File: src/rtl/stereo_pair_aligner_if.sv
// stereo_pair_aligner_if: sample inputs, codec write port and status of the stereo pair aligner.
// The master modport is the producer/consumer side; the slave modport is the aligner itself.
interface stereo_pair_aligner_if #(
  parameter int unsigned W     = 16,
  parameter int unsigned DEPTH = 8
);
  localparam int unsigned LW = $clog2(DEPTH) + 1;

  logic [W-1:0]  left_in;
  logic          left_valid;
  logic [W-1:0]  right_in;
  logic          right_valid;
  logic          write_ready;
  logic          write;
  logic [W-1:0]  left_out;
  logic [W-1:0]  right_out;
  logic [LW-1:0] left_level;
  logic [LW-1:0] right_level;
  logic          overflow;

  modport master (
    output left_in, left_valid, right_in, right_valid, write_ready,
    input  write, left_out, right_out, left_level, right_level, overflow
  );

  modport slave (
    input  left_in, left_valid, right_in, right_valid, write_ready,
    output write, left_out, right_out, left_level, right_level, overflow
  );
endinterface

File: src/rtl/stereo_pair_aligner.sv
// stereo_pair_aligner: buffers left (raw) and right (FIR) samples in two small FIFOs
// and emits matched pairs to the codec as single-cycle write strobes.
// Optional macro STEREO_ALIGN_RESYNC_EN: any overflow flushes both FIFOs to restore alignment.
module stereo_pair_aligner #(
  parameter int unsigned W     = 16,
  parameter int unsigned DEPTH = 8
) (
  input  logic                ck,
  input  logic                rst_n,
  stereo_pair_aligner_if.slave bus
);
  localparam int unsigned AW = $clog2(DEPTH);
  localparam int unsigned LW = $clog2(DEPTH) + 1;
  localparam logic [LW-1:0] FULL = LW'(DEPTH);

  typedef enum logic {
    IDLE = 1'b0,
    FIRE = 1'b1
  } state_t;

  state_t        state;
  state_t        state_nxt;
  logic          pop_c;

  logic [W-1:0]  mem_l [DEPTH];
  logic [W-1:0]  mem_r [DEPTH];
  logic [AW-1:0] wr_l;
  logic [AW-1:0] rd_l;
  logic [AW-1:0] wr_r;
  logic [AW-1:0] rd_r;
  logic [LW-1:0] lvl_l;
  logic [LW-1:0] lvl_r;

  logic          ovf_l_c;
  logic          ovf_r_c;
  logic          ovf_c;
  logic          flush_c;
  logic          acc_l;
  logic          acc_r;

  logic          write_q;
  logic [W-1:0]  left_q;
  logic [W-1:0]  right_q;
  logic          ovf_q;

  // FSM state register
  always_ff @(posedge ck or negedge rst_n) begin
    if (!rst_n) begin
      state <= IDLE;
    end else begin
      state <= state_nxt;
    end
  end

  // FSM next state; a pair pops on the IDLE->FIRE edge when both sides hold data
  always_comb begin
    state_nxt = state;
    pop_c     = 1'b0;
    case (state)
      IDLE: begin
        if ((lvl_l != '0) && (lvl_r != '0) && bus.write_ready) begin
          pop_c     = 1'b1;
          state_nxt = FIRE;
        end
      end
      FIRE: state_nxt = IDLE;
      default: state_nxt = IDLE;
    endcase
  end

  // Push acceptance; a pop in the same cycle frees a slot in a full FIFO
  always_comb begin
    ovf_l_c = bus.left_valid && (lvl_l == FULL) && !pop_c;
    ovf_r_c = bus.right_valid && (lvl_r == FULL) && !pop_c;
    ovf_c   = ovf_l_c || ovf_r_c;
`ifdef STEREO_ALIGN_RESYNC_EN
    flush_c = ovf_c;
`else
    flush_c = 1'b0;
`endif
    acc_l   = bus.left_valid && !ovf_l_c && !flush_c;
    acc_r   = bus.right_valid && !ovf_r_c && !flush_c;
  end

  // Sample storage; stale contents are harmless since levels gate every read
  always_ff @(posedge ck) begin
    if (acc_l) begin
      mem_l[wr_l] <= bus.left_in;
    end
    if (acc_r) begin
      mem_r[wr_r] <= bus.right_in;
    end
  end

  // Pointer, level and sticky overflow bookkeeping for both FIFOs
  always_ff @(posedge ck or negedge rst_n) begin
    if (!rst_n) begin
      wr_l  <= '0;
      rd_l  <= '0;
      lvl_l <= '0;
      wr_r  <= '0;
      rd_r  <= '0;
      lvl_r <= '0;
      ovf_q <= 1'b0;
    end else begin
      if (ovf_c) begin
        ovf_q <= 1'b1;
      end
      if (flush_c) begin
        wr_l  <= '0;
        rd_l  <= '0;
        lvl_l <= '0;
        wr_r  <= '0;
        rd_r  <= '0;
        lvl_r <= '0;
      end else begin
        if (acc_l) wr_l <= wr_l + AW'(1);
        if (acc_r) wr_r <= wr_r + AW'(1);
        if (pop_c) begin
          rd_l <= rd_l + AW'(1);
          rd_r <= rd_r + AW'(1);
        end
        if (acc_l && !pop_c) begin
          lvl_l <= lvl_l + LW'(1);
        end else if (!acc_l && pop_c) begin
          lvl_l <= lvl_l - LW'(1);
        end
        if (acc_r && !pop_c) begin
          lvl_r <= lvl_r + LW'(1);
        end else if (!acc_r && pop_c) begin
          lvl_r <= lvl_r - LW'(1);
        end
      end
    end
  end

  // Output pair and write strobe; data holds until the next pop
  always_ff @(posedge ck or negedge rst_n) begin
    if (!rst_n) begin
      write_q <= 1'b0;
      left_q  <= '0;
      right_q <= '0;
    end else begin
      write_q <= pop_c;
      if (pop_c) begin
        left_q  <= mem_l[rd_l];
        right_q <= mem_r[rd_r];
      end
    end
  end

  assign bus.write       = write_q;
  assign bus.left_out    = left_q;
  assign bus.right_out   = right_q;
  assign bus.left_level  = lvl_l;
  assign bus.right_level = lvl_r;
  assign bus.overflow    = ovf_q;

endmodule
File: src/flat_wrapper.sv
// flat-port wrapper written by rule: the top's interface ports become plain ports
module stereo_pair_aligner_flat 
#(
  parameter int unsigned W     = 16,
  parameter int unsigned DEPTH = 8
)
  (ck, rst_n, bus_left_in, bus_left_valid, bus_right_in, bus_right_valid, bus_write_ready, bus_write, bus_left_out, bus_right_out, bus_left_level, bus_right_level, bus_overflow);
  stereo_pair_aligner_if #(.W(W), .DEPTH(DEPTH)) bus_i ();
  input  logic ck;
  input  logic rst_n;
  input wire logic [$bits(bus_i.left_in)-1:0] bus_left_in;
  input wire logic [$bits(bus_i.left_valid)-1:0] bus_left_valid;
  input wire logic [$bits(bus_i.right_in)-1:0] bus_right_in;
  input wire logic [$bits(bus_i.right_valid)-1:0] bus_right_valid;
  input wire logic [$bits(bus_i.write_ready)-1:0] bus_write_ready;
  output wire logic [$bits(bus_i.write)-1:0] bus_write;
  output wire logic [$bits(bus_i.left_out)-1:0] bus_left_out;
  output wire logic [$bits(bus_i.right_out)-1:0] bus_right_out;
  output wire logic [$bits(bus_i.left_level)-1:0] bus_left_level;
  output wire logic [$bits(bus_i.right_level)-1:0] bus_right_level;
  output wire logic [$bits(bus_i.overflow)-1:0] bus_overflow;
  assign bus_i.left_in = bus_left_in;
  assign bus_i.left_valid = bus_left_valid;
  assign bus_i.right_in = bus_right_in;
  assign bus_i.right_valid = bus_right_valid;
  assign bus_i.write_ready = bus_write_ready;
  assign bus_write = bus_i.write;
  assign bus_left_out = bus_i.left_out;
  assign bus_right_out = bus_i.right_out;
  assign bus_left_level = bus_i.left_level;
  assign bus_right_level = bus_i.right_level;
  assign bus_overflow = bus_i.overflow;
  stereo_pair_aligner #(.W(W), .DEPTH(DEPTH)) u_core (.ck(ck), .rst_n(rst_n), .bus(bus_i));
endmodule
File: config.mk
export PLATFORM = sky130hd
export DESIGN_NAME = stereo_pair_aligner_flat
export DESIGN_NICKNAME = d
export VERILOG_FILES = /design/src/rtl/stereo_pair_aligner_if.sv /design/src/rtl/stereo_pair_aligner.sv /design/src/flat_wrapper.sv
export SDC_FILE = /design/constraint.sdc
export NUM_CORES = 1
export LEC_CHECK = 0
export CAP_MARGIN = 20
export CORE_AREA = 2 2 189 191
export CTS_BUF_LIST = sky130_fd_sc_hd__clkbuf_4
export DETAILED_ROUTE_END_ITERATION = 10
export DIE_AREA = 0 0 191 193
export PLACE_DENSITY = 0.49
export SLEW_MARGIN = 10
export SYNTH_ARGS = -nofsm -noshare
export SYNTH_HDL_FRONTEND = slang
export SYNTH_SLANG_ARGS = --single-unit
File: constraint.sdc
create_clock -name ck -period 2.4 [get_ports ck]
set_input_delay 0.6 -clock ck [delete_from_list [all_inputs] [get_ports ck]]
set_output_delay 0.6 -clock ck [all_outputs]
set_load 0.03 [all_outputs]
==> flow_summary.yaml, run 1 <==
clock_network:
  clock_sinks: 310
  cts_root_buf: "clkbuf_4"
  cts_tree: "yes"
  numCtsBuffers: 82
  h-tree-depth: 3
  path_clk_slew_ns: 0.07
  cts.path.max_buffers: 3
  clk-insertion-delay-late_ns: 0.68
place:
  dpl.hpwl_mm: 14.4
  placed_area_um2: 13800
  routabilityCongestion: 0.703
  dp_slack_ns: -0.453
  portBuffers: 78
yosys:
  yosys_warnings: 0
  synth_edf_count: 256
  syn-num-nets: 656
  syn_inst: 607
  synth_area_per_cell_um2: 19.9
  ys_ff_latch: 310
  ys_seq_area_frac: 0.749
  async_flop_share: 0.174
  synth_top_area_cell: "edfxtp_1"
  syn-cell-area_um2: 12100
  yosys.cell_types.count: 31
  synth_ff_type: "edfxtp_1"
  yosys.area.top_type_share: 0.637
  ys_top_cells_by_area: "edfxtp_1, mux4_2, dfrtp_1"
power:
  p_seq_frac: 0.400
  p_total_w: 0.0193
  intPower_w: 0.0129
  p_sw_w: 0.00640
  irDropWorstVdd_uv: 600
  power_frac_clock: 0.239
  p_comb_frac: 0.361
  p_per_area_nw_per_um2: 1280
  power.leakage_nw: 5.30
  swShare: 0.331
finish:
  syn_to_final_growth_pct: 24.8
  fill_cells: 3142
  fin_util: 0.431
  final_nets: 840
  final_area_um2: 15100
  regArea_um2: 9050
  multi_input_area_um2: 2960
  drive_gt1_frac: 0.334
sta:
  final-setup-viol-count: 0
  hold_viol: 0
  setup_ws_ns: 0.0856
  max_slew_margin: 0.452
  layout_min_cycle_time_ns: 2.31
  final_max_slew_viol_count: 0
  max_freq_mhz: 432
  tns_ns: 0
  finalCritPeriodShare: 0.964
  skew_ns: 0.0264
  worst_slew_pin_slew_ns: 0.821
  rsz0062_at_grt: "false"
worst_setup_path:
  start_kind: "flip-flop"
  worstSetupEndpointType: "primary output"
  timing.rr.start: "u_core.bus.right_level[0]"
  timing.reg2reg.setup_slack_ns: 0.09
  critPathLaunch: "u_core.bus.right_out[9]"
  cp.arrival_ns: 1.71
  path_cells: "clkdlybuf4s50_1"
  crit_family: "buffers and inverters"
  max_stage_delay_ns: 0.68
  critPathMaxFanout: 2
  reg2reg_depth: 11
  required_ns: 1.80
  setup.worst_path.end: "bus_right_out[9]"
  cp_num_cells: 1
  worstSetupPathType: "flip-flop to primary output"
  reg2reg_to: "u_core.bus.left_level[3]"
  cpMaxStageDelayCell: "clkdlybuf4s50_1"
  cp.buffers_inverters: 1
global_routing:
  antenna_found_initial: 2
  grtUsageTotal: 0.147
  grt_pass1_wl_mm: 39.8
  first_global_vias: 6967
  grt_max_degree: 70
  grt_overflow: 0
die:
  die_area_um2: 36900
  chipWidth_um: 191
  core-area_um2: 35000
  row_count: 69
  ioPinCount: 79
  die_y_um: 193
  start_util: 0.345
detailed_routing:
  drc: 0
  ant_nets: 0
  via_count: 6218
  routed_wl_mm: 25.9
  first_pass_iters: 4
  wire_per_inst_um: 19.7
  drt_iter0_drc: 330
  avgViaCountPerCell: 4.72
worst_hold_path:
  hold_path_class: "primary input to asynchronous set/reset pin"
run:
  maxCapViolCount: 0
status:
  status: "completed"
-- state kept, by name, summed over array words and instances, names as in the netlist --
signal,cells
u_core.bus.left_level,4
u_core.bus.left_out,16
u_core.bus.overflow,1
u_core.bus.right_level,4
u_core.bus.right_out,16
u_core.mem_l,128
u_core.mem_r,128
u_core.rd_l,3
u_core.rd_r,3
u_core.state,1
u_core.wr_l,3
u_core.wr_r,3
-- layout make-up --
class                           count  area share
Clock inverter                     18     0.00639
Multi-Input combinational cell    263       0.196
Antenna cell                        1    0.000166
Clock buffer                      129      0.0643
Sequential cell                   310       0.600
Timing Repair Buffer              129      0.0930
Tap cell                          461      0.0383
Inverter                            5     0.00125
-- worst min-delay path: stages --
cell and delay, ns:
dlygate4sd3_1 0.52, buf_2 0.12, buf_12 0.31
-- per-stage QoR --
stage / cells / hold slack (ns)
2_1_floorplan: 607 / 0.304
3_3_place_gp: 1159 / 0.474
3_5_place_dp: 1159 / 0.480
4_1_cts: 1308 / 0.417
5_1_grt: 1316 / 0.454
6_report: 1316 / 0.474
-- how the worst min path moves through the flow --
stage | startpoint | to | slack, ns | depth (start not counted)
floorplan | rst_n | u_core.bus.left_level[0] | 0.30 | 0
global placement | u_core.bus.overflow | u_core.bus.overflow | 0.47 | 2
detailed placement | u_core.wr_r[2] | u_core.wr_r[2] | 0.48 | 1
CTS | rst_n | u_core.bus.left_level[0] | 0.42 | 3
global route | rst_n | u_core.bus.left_level[0] | 0.45 | 3
finish | rst_n | u_core.bus.left_level[0] | 0.47 | 3
-- per-layer routing --
layer	vias up	part of all wire	track usage
met2	148	0.52	0.256
met1	3151	0.41	0.173
li1	2856	-	-
met3	61	0.042	0.0364
met5	-	0.00042	0
met4	2	0.025	0.0632
-- synthesized netlist by cell type, types with 3 or more instances --
cell / instances
a21oi_1: 34
buf_2: 14
buf_6: 10
clkbuf_1: 5
dfrtp_1: 54
edfxtp_1: 256
ha_1: 10
inv_1: 4
mux2_2: 3
mux2i_1: 34
mux4_2: 64
nand2_1: 20
nand2b_1: 7
nor2_1: 44
nor3_1: 10
o21ai_0: 5
xnor2_1: 10
-- cells in the final DEF (no fill, tap or decap), types with 3 or more instances in the layout --
cell | Yosys | layout
mux2_2 | 3 | 3
ha_1 | 10 | 4
inv_2 | 1 | 4
dlygate4sd2_1 | 0 | 24
ha_4 | 0 | 6
nor3_2 | 0 | 4
xnor2_1 | 10 | 10
nand2b_1 | 7 | 7
o21ai_0 | 5 | 5
mux2i_1 | 34 | 34
nor3_1 | 10 | 6
edfxtp_1 | 256 | 256
dfrtp_2 | 0 | 9
mux4_2 | 64 | 64
a21oi_1 | 34 | 32
buf_4 | 0 | 31
dfrtp_1 | 54 | 45
dlymetal6s2s_1 | 0 | 13
clkinv_1 | 0 | 14
nand2_1 | 20 | 20
nor2_1 | 44 | 44
clkbuf_4 | 0 | 129
buf_12 | 0 | 19
clkdlybuf4s50_1 | 0 | 40
-- logic make-up (layout without fill, tap and decap cells) --
family / Yosys count / after routing / synth area share
AND/OR/NAND/NOR: 88 / 88 / 0.0363
other: 0 / 1 / 0
XOR/XNOR: 12 / 12 / 0.00871
adder cells (fa/ha/maj): 12 / 12 / 0.0137
flip-flops: 310 / 310 / 0.749
buffers and inverters: 34 / 281 / 0.0182
multiplexers: 102 / 102 / 0.151
AO/OA/AOI/OAI: 49 / 49 / 0.0231
-- power by group through the flow --
stage                     Combinational, W  Clock, W  Sequential [W]
after floorplan                    0.00390         0         0.00840
after global placement             0.00683         0         0.00780
after detailed placement           0.00696         0         0.00786
after CTS                          0.00684   0.00482         0.00775
after global routing               0.00761   0.00510         0.00785
final                              0.00698   0.00461         0.00773
-- timing repair --
item	CTS	global route
hold buffers	1	0
buffers inserted	1	7
resized for setup	24	27
pin swaps	1	14
endpoints found under the hold margin	54	0
setup endpoints to repair	26	16
(Power assumes the default switching activity.)
==> run 2: changes to the inputs <==
--- a/config.mk
+++ b/config.mk
@@ -15,3 +15,4 @@
 export SYNTH_ARGS = -nofsm -noshare
 export SYNTH_HDL_FRONTEND = slang
 export SYNTH_SLANG_ARGS = --single-unit
+export TNS_END_PERCENT = 10
==> flow_summary.yaml, run 2 (synthesis results as in run 1) <==
worst_setup_path:
  crit_family: "buffers and inverters"
  cp.buffers_inverters: 1
  max_stage_delay_ns: 0.68
  start_kind: "flip-flop"
  cp.arrival_ns: 1.70
  timing.reg2reg.setup_slack_ns: 0.11
  worstSetupEndpointType: "primary output"
  path_cells: "clkdlybuf4s50_1"
  critPathMaxFanout: 2
  cpMaxStageDelayCell: "clkdlybuf4s50_1"
  worstSetupPathType: "flip-flop to primary output"
  required_ns: 1.80
clock_network:
  numCtsBuffers: 82
  clk-insertion-delay-late_ns: 0.69
  path_clk_slew_ns: 0.06
  clock_sinks: 310
  cts_root_buf: "clkbuf_4"
  h-tree-depth: 3
  cts_tree: "yes"
  cts.path.max_buffers: 3
sta:
  worst_slew_pin_slew_ns: 0.870
  max_slew_margin: 0.420
  max_freq_mhz: 434
  skew_ns: 0.0328
  final-setup-viol-count: 0
  final_max_slew_viol_count: 0
  layout_min_cycle_time_ns: 2.30
  whs_ns: 0.458
  hold_viol: 0
  finalCritPeriodShare: 0.960
global_routing:
  first_global_vias: 6940
  use_met1: 0.173
  grt_overflow: 0
  antenna_found_initial: 2
  grt_use_met3: 0.0402
  grt_pass1_wl_mm: 39.7
  use_met2: 0.254
  grtUsageTotal: 0.147
  grt_busiest_layer: "met2"
  grt_max_degree: 70
detailed_routing:
  wire_per_inst_um: 19.6
  via_count: 6366
  drc: 0
  avgViaCountPerCell: 4.81
  routed_wl_mm: 26.0
  drt_iter0_drc: 297
  first_pass_iters: 4
  ant_nets: 0
finish:
  multi_input_area_um2: 2930
  reg_top3: "u_core.mem_l: 128 flops, u_core.mem_r: 128 flops"
  final_nets: 843
  layout_commonest_cell: "edfxtp_1"
  syn_to_final_growth_pct: 24.5
  drive_gt1_frac: 0.322
  fill_cells: 3140
  regArea_um2: 9040
  final_area_um2: 15000
  final_cell_mix: "edfxtp_1, clkbuf_4, mux4_2"
place:
  placed_area_um2: 13800
  portBuffers: 78
  dpl.hpwl_mm: 15.2
  routabilityCongestion: 0.745
die:
  chipWidth_um: 191
  ioPinCount: 79
  start_util: 0.345
  row_count: 69
  die_y_um: 193
  die_area_um2: 36900
  core-area_um2: 35000
power:
  power.leakage_nw: 5.32
  p_total_w: 0.0191
  p_per_area_nw_per_um2: 1270
  irDropWorstVdd_uv: 509
run:
  maxCapViolCount: 0
worst_hold_path:
  hold_path_class: "primary input to asynchronous set/reset pin"
status:
  status: "completed"
## run 2: changes by cell type in the layout (fill, tap and decap cells not counted), moves of 2 or more
cell             before  now
clkdlybuf4s50_1      40   45
clkbuf_4            129  124
dlymetal6s2s_1       13   15
buf_4                31   35
dfrtp_1              45   51
dlygate4sd2_1        24   16
diode_2               1    3
clkinv_2              2    4
dfrtp_2               9    3
clkinv_1             14   19
## run 2: area by class of cell
cell class / count / area share
repair buffers: 132 / 0.0946
inverters: 5 / 0.00125
clock inverters: 25 / 0.00658
clock buffers: 124 / 0.0619
well taps: 461 / 0.0384
multi-input cells: 263 / 0.195
diodes: 3 / 0.000499
flip-flops and latches: 310 / 0.602
## run 2: where the power goes
part | total, W | internal (W) | switching [W]
Sequential | 0.00785 | 0.00713 | 0.000722
Combinational | 0.00688 | 0.00326 | 0.00361
Clock | 0.00438 | 0.00236 | 0.00202
## run 2: path summary, 6_finish.rpt
path,cells past startpoint,from,endpoint
setup / recovery,1,u_core.bus.left_out[0],bus_left_out[0]
hold / removal,2,rst_n,u_core.bus.left_out[7]
setup reg to reg,11,u_core.bus.right_level[2],u_core.bus.left_level[3]
hold reg to reg,1,u_core.wr_r[2],u_core.wr_r[2]
max in group asynchronous,3,rst_n,u_core.bus.right_level[2]
min in group ck,1,u_core.wr_r[2],u_core.wr_r[2]
## run 2: what timing repair did
item / CTS / global route
hold endpoints to repair: 15 / 0
setup buffers: 0 / 4
resized for setup: 18 / 33
pin swaps: 0 / 9
hold buffers: 1 / 0
endpoints found under the setup margin: 19 / 19
## run 2: per-stage QoR
stage	util	setup TNS [ns]	worst slack, ns	cells
4_1_cts	0.425	-0.0257	-0.0257	1316
6_report	0.430	0	0.0954	1323
5_1_grt	0.430	-0.0741	-0.0559	1321
3_5_place_dp	0.396	-27.37	-0.524	1166
2_1_floorplan	-	-16.51	-0.336	607
3_3_place_gp	0.396	-10.85	-0.438	1166
## run 2: routing by layer
layer | up-vias | part of all wire
li1 | 2871 | -
met1 | 3279 | 0.41
met2 | 155 | 0.52
met4 | 0 | 0.026
met5 | - | 0
met3 | 61 | 0.050
